`config.mk`:
```
export PLATFORM = sky130hd
export DESIGN_NAME = shift_issue_stage
export DESIGN_NICKNAME = d
export VERILOG_FILES = /design/src/rtl/femto_pkg.sv /design/src/rtl/shift_decode.sv /design/src/rtl/shift_issue_stage.sv
export SDC_FILE = /design/constraint.sdc
export NUM_CORES = 1
export LEC_CHECK = 0
export ABC_AREA = 1
export BUFFER_PORTS_ARGS = -buffer_cell sky130_fd_sc_hd__buf_2
export CELL_PAD_IN_SITES_DETAIL_PLACEMENT = 0
export CELL_PAD_IN_SITES_GLOBAL_PLACEMENT = 1
export CORE_MARGIN = 2
export CORE_UTILIZATION = 30
export CTS_BUF_LIST = sky130_fd_sc_hd__clkbuf_16
export DETAILED_ROUTE_END_ITERATION = 8
export PLACE_DENSITY_LB_ADDON = 0.1
export SYNTH_ARGS = -nofsm -noshare
export SYNTH_HDL_FRONTEND = slang
export SYNTH_SLANG_ARGS = --single-unit
export TNS_END_PERCENT = 20
```
`constraint.sdc`:
```
create_clock -name clk -period 7.7 [get_ports clk]
set_clock_uncertainty 0.05 [all_clocks]
set_input_delay 0.77 -clock clk [delete_from_list [all_inputs] [get_ports clk]]
set_output_delay 0.77 -clock clk [all_outputs]
set_load 0.03 [all_outputs]
```
`src/rtl/femto_pkg.sv`:
```
// Shared definitions for the shift issue path: shifter type codes, funct3
// encodings, and the issue entry carried between the issue stage and the shifter.
// Entry fields are sized for the widest datapath (RV32I) and narrowed at the ports.
package femto_pkg;

  localparam logic [1:0] SHIFT_SRL = 2'd0;
  localparam logic [1:0] SHIFT_SLL = 2'd1;
  localparam logic [1:0] SHIFT_SRA = 2'd2;

  localparam logic [2:0] F3_SLL = 3'b001;
  localparam logic [2:0] F3_SRX = 3'b101;

  // "type" is a keyword, so the shifter type field is named shtype.
  typedef struct packed {
    logic [31:0] a;
    logic [4:0]  shamt;
    logic [1:0]  shtype;
    logic [4:0]  rd;
    logic        illegal;
  } issue_entry_t;

  localparam issue_entry_t ENTRY_RESET = '{
    a:       32'd0,
    shamt:   5'd0,
    shtype:  SHIFT_SLL,
    rd:      5'd0,
    illegal: 1'b0
  };

endpackage

```
`src/rtl/shift_decode.sv`:
```
// Combinational decode of a shift instruction into shifter controls.
// Ports:
//   i_funct3, i_funct7b5 : instruction function fields
//   i_is_imm             : 1 = immediate form (SLLI/SRLI/SRAI)
//   i_imm                : I-type immediate
//   i_rs2                : register shift amount source
//   o_shamt              : shift amount (low SW bits of imm or rs2)
//   o_type               : shifter type code (SHIFT_SRL/SLL/SRA)
//   o_illegal            : encoding is illegal
module shift_decode
  import femto_pkg::*;
#(
  parameter int unsigned XLEN = 32,
  parameter int unsigned SW   = $clog2(XLEN)
) (
  input  logic [2:0]      i_funct3,
  input  logic            i_funct7b5,
  input  logic            i_is_imm,
  input  logic [11:0]     i_imm,
  input  logic [XLEN-1:0] i_rs2,
  output logic [SW-1:0]   o_shamt,
  output logic [1:0]      o_type,
  output logic            o_illegal
);

  logic w_bad_f3;
  logic w_imm_hi;
  logic w_unused_bits;

  always_comb begin
    o_type   = SHIFT_SLL;
    w_bad_f3 = 1'b0;
    case (i_funct3)
      F3_SLL:  o_type = SHIFT_SLL;
      F3_SRX:  o_type = i_funct7b5 ? SHIFT_SRA : SHIFT_SRL;
      default: w_bad_f3 = 1'b1;
    endcase
  end

  // Immediate bits above the shamt field (up to bit 9) must be zero.
  assign w_imm_hi  = (i_imm[9:0] >> SW) != 10'd0;
  assign o_illegal = w_bad_f3 |
                     (i_is_imm & (w_imm_hi | ((i_funct3 == F3_SLL) & i_funct7b5)));
  assign o_shamt   = i_is_imm ? i_imm[SW-1:0] : i_rs2[SW-1:0];

  // Upper rs2 bits and imm[11:10] take no part in the decode.
  assign w_unused_bits = ^{i_rs2[XLEN-1:SW], i_imm[11:10]};

endmodule

```
`src/rtl/shift_issue_stage.sv`:
```
// Registered issue stage in front of the barrel shifter. Decodes shift
// instructions and holds up to two entries (main + skid) so that in_ready can be
// a plain register while still sustaining one transfer per cycle.
// Ports:
//   clk, rst      : clock, asynchronous active-high reset
//   flush         : synchronous kill of all held entries
//   in_*          : upstream valid/ready and decoded instruction fields
//   out_*         : downstream valid/ready and shifter operands (from main entry)
module shift_issue_stage
  import femto_pkg::*;
#(
  parameter int unsigned XLEN = 32,
  localparam int unsigned SW  = $clog2(XLEN)
) (
  input  logic            clk,
  input  logic            rst,
  input  logic            flush,
  input  logic            in_valid,
  output logic            in_ready,
  input  logic [XLEN-1:0] in_rs1,
  input  logic [XLEN-1:0] in_rs2,
  input  logic [11:0]     in_imm,
  input  logic            in_is_imm,
  input  logic [2:0]      in_funct3,
  input  logic            in_funct7b5,
  input  logic [4:0]      in_rd,
  output logic            out_valid,
  input  logic            out_ready,
  output logic [XLEN-1:0] out_a,
  output logic [SW-1:0]   out_shamt,
  output logic [1:0]      out_type,
  output logic [4:0]      out_rd,
  output logic            out_illegal
);

  // Encoding is {main_v, skid_v}.
  typedef enum logic [1:0] {
    StEmpty = 2'b00,
    StOne   = 2'b10,
    StTwo   = 2'b11
  } state_e;

  state_e       r_state, w_state_d;
  issue_entry_t r_main, w_main_d;
  issue_entry_t r_skid, w_skid_d;
  logic         r_in_ready, w_in_ready_d;

  logic [SW-1:0] w_shamt;
  logic [1:0]    w_type;
  logic          w_illegal;
  logic          w_accept;
  issue_entry_t  w_in_entry;

  shift_decode #(
    .XLEN (XLEN),
    .SW   (SW)
  ) u_decode (
    .i_funct3   (in_funct3),
    .i_funct7b5 (in_funct7b5),
    .i_is_imm   (in_is_imm),
    .i_imm      (in_imm),
    .i_rs2      (in_rs2),
    .o_shamt    (w_shamt),
    .o_type     (w_type),
    .o_illegal  (w_illegal)
  );

  assign w_accept   = in_valid & r_in_ready;
  assign w_in_entry = '{
    a:       32'(in_rs1),
    shamt:   5'(w_shamt),
    shtype:  w_type,
    rd:      in_rd,
    illegal: w_illegal
  };

  always_comb begin
    w_state_d = r_state;
    w_main_d  = r_main;
    w_skid_d  = r_skid;
    case (r_state)
      StEmpty: begin
        if (w_accept) begin
          w_main_d  = w_in_entry;
          w_state_d = StOne;
        end
      end
      StOne: begin
        if (w_accept && out_ready) begin
          w_main_d = w_in_entry;
        end else if (w_accept) begin
          w_skid_d  = w_in_entry;
          w_state_d = StTwo;
        end else if (out_ready) begin
          w_state_d = StEmpty;
        end
      end
      StTwo: begin
        if (out_ready) begin
          w_main_d  = r_skid;
          w_state_d = StOne;
        end
      end
      default: w_state_d = StEmpty;
    endcase
    // Flush overrides any accept or drain this cycle; held data is left stale.
    if (flush) begin
      w_state_d = StEmpty;
    end
    w_in_ready_d = (w_state_d != StTwo);
  end

  always_ff @(posedge clk or posedge rst) begin
    if (rst) begin
      r_state    <= StEmpty;
      r_main     <= ENTRY_RESET;
      r_skid     <= ENTRY_RESET;
      r_in_ready <= 1'b0;
    end else begin
      r_state    <= w_state_d;
      r_main     <= w_main_d;
      r_skid     <= w_skid_d;
      r_in_ready <= w_in_ready_d;
    end
  end

  assign in_ready    = r_in_ready;
  assign out_valid   = (r_state != StEmpty);
  assign out_a       = r_main.a[XLEN-1:0];
  assign out_shamt   = r_main.shamt[SW-1:0];
  assign out_type    = r_main.shtype;
  assign out_rd      = r_main.rd;
  assign out_illegal = r_main.illegal;

endmodule

```
==> run summary <==
initial antenna violation count: 0
Initial DRT Pass Iterations: 4
CTS resizes: 0
Worst Path Required: 7880 ps
Slowest cell on crit path: buf_4
Layout area overhead: 20.80%
status: finished clean
leakage power: 2.829 nW
vias in the first global route: 3478
most used routing layer: met2
hold_buf cts: 0
Post-synth EDFFs: 0
routability cong.: 0.6935
CP max stage delay: 580 ps
power per cell area: 314.3 nW/um^2
first-pass GRT wire length: 16.89 mm
crit path max fanout: 78
met2 global-route usage: 21.33%
FFs w/ async S/R, synth: 100.0%
Synth Area in XOR/XNOR: 0%
Synth Area in Compound Gates: 11.71%
post-synthesis mux area share: 0%
crit path time final: 2338 ps
Total GRT Usage: 14.41%
CP Cell Sequence: ha_2, buf_4, nand2_1, nand2_1, inv_1, nand2_2, buf_4, nor2_1, nand2_1, nand2_1
row count: 43
Seq/Total Area, Yosys: 54.64%
initial DRC count: 196
internal power: 1.011 mW
share of the synthesized area in the top cell type: 53.40%
Clock Pin Slew Worst Setup and Hold Paths: 70 ps
clock share of power: 24.0%
Place WS: 5235 ps
layout net count: 735
Die Area: 15180 um^2
dominant combinational cell family by area after synthesis: simple AND/OR/NAND/NOR gates
Worst-Margin Slew: 852.4 ps
Final period util: 30.36%
final-report hold violation count: 0
Sw Ratio: 37.53%
Detailed Route WL: 10.24 mm
worst hold path class: register to register
Syn Inst Count: 545
final instance count without filler cells: 824
critical path class: register to register
Combinational Power Share: 30.7%
Flop pwr share: 45.3%
Starting Density: 30.72%
Worst Slack Setup Final: 5362 ps
Synth area leaders: dfrtp_1, nand2_1, o21ai_0, inv_1, buf_2
via count: 3595
Cell Area, Synth: 4264 um^2
H-tree Lvls: 3
sw power: 607.6 uW
core area: 13880 um^2
synth warn: 0
Synth Area in Adders: 1.174%
# port buffers: 108
FF+latch count, synth: 93
Setup TNS: 0 ps
Post-CTS Setup Inserts: 0
M3 GR Usage: 2.675%
CP dominant cell by count: nand2_1
Max Slew Vio Count: 0
# diodes: 0
Synth Area in Simple Gates: 23.18%
via/cell ratio: 4.363
Crit path arrival time: 2510 ps
area leader, netlist: dfrtp_1
grt ovf: 0
Slew HR: 43.09%
clk root buf: clkbuf_16
crit end category: register
die height: 123.2 um
layout cells sized above 1: 20.34%
clk buf depth: 2
DRC Markers: 0
post-route ant nets: 0
Post-Place Cells: 809
DPL Wire Length: 6.306 mm
final setup violation count: 0
MaxCap Viol Count: 0
TritonCTS Buffers: 9
RSZ-0062 raised after global routing: no
syn nets: 640
Fill cells: 1484
met1 usage: 20.75%
maximum vdd drop: 102.5 uV
CTS tree: yes
Boundary Pins: 138
largest net degree at the start of global routing: 81
per-cell routed wire length: 12.43 um
worst skew pair latency: 340 ps
synth cell count leaders: nand2_1, o21ai_0, dfrtp_1
Primary FF master, synth: dfrtp_1
number of distinct library cells after synthesis: 19
mean post-synth cell area: 7.824 um^2
most frequent cell after synthesis: nand2_1
clk sinks: 93
die width: 123.2 um
crit start category: register
Max Fclk: 0.4278 GHz
-- final timing paths --
path | endpoint | cells past startpoint | startpoint | slack, ps
min in group asynchronous | r_skid[28] | 2 | rst | 450
max in group asynchronous | out_shamt[4] | 3 | rst | 6050
worst min-delay path | out_a[10] | 2 | out_a[10] | 420
worst min register to register | out_a[10] | 2 | out_a[10] | 420
worst max register to register | out_illegal | 10 | r_state[0] | 5360
worst max-delay path | out_illegal | 10 | r_state[0] | 5360
-- cell type report --
cell class              count  area [um^2]  area share, %
clock buffers               9        225.2          4.372
multi-input cells         362         1540          29.90
well taps                 180        225.2          4.372
clock inverters             6        25.02         0.4858
flip-flops and latches     93         2330          45.23
inverters                  62        235.2          4.566
repair buffers            112        570.5          11.08
-- cell usage in the layout (no fill, tap or decap), drive strengths merged --
master  netlist  routed
nor2         10      10
dfrtp        91      91
o21ai        97      97
nand2       243     243
nand3         4       4
a21boi        1       1
buf          19     112
clkbuf        9       9
nor3          1       1
inv          62      65
ha            4       4
clkinv        0       3
a31oi         1       1
or2           1       1
dfstp         2       2
-- power groups by stage --
stage          Combinational (mW)  Clock, mW  Sequential (mW)
4_1_cts                     0.508      0.406            0.735
3_3_place_gp                0.499          0            0.738
6_report                    0.496      0.389            0.734
3_5_place_dp                0.506          0            0.742
5_1_grt                     0.560      0.427            0.755
2_1_floorplan               0.200          0            0.890
-- metal layers --
metal | up-vias | wire (um)
met1 | 1649 | 5314
met3 | 10 | 497
li1 | 1856 | -
met5 | - | 0
met2 | 80 | 4278
met4 | 0 | 152
-- sequential cells by signal, summed over array words and instances (netlist names) --
register and count:
r_skid 45, out_illegal 1, r_state 2, in_ready 1, out_type 2, out_a 32, out_rd 5, out_shamt 5
-- kinds of logic (layout without fill, tap and decap cells) --
kind of cell,count (synthesis),after routing
simple gates,259,259
flops,93,93
compound gates,99,99
buf+inv,90,189
fa+ha+maj,4,4
-- through the flow --
step           hold WS (ps)  power, mW  cell area, um^2  utilization, %
6_report              423.0      1.619             5151           37.11
5_1_grt               440.2      1.743             5151           37.11
4_1_cts               427.1      1.649             5151           37.11
3_5_place_dp          409.4      1.248             4901           35.31
3_3_place_gp          406.2      1.238             4901           35.31
2_1_floorplan         399.5      1.090             4264               -
-- critical path: cells and delay by family, from the launching register on --
family	cells	cell delay, ps
adder cells (fa/ha/maj)	1	180
buffers and inverters	3	1110
flip-flops	1	400
AND/OR/NAND/NOR	6	480
No activity file was read; power rests on OpenSTA's default activity.
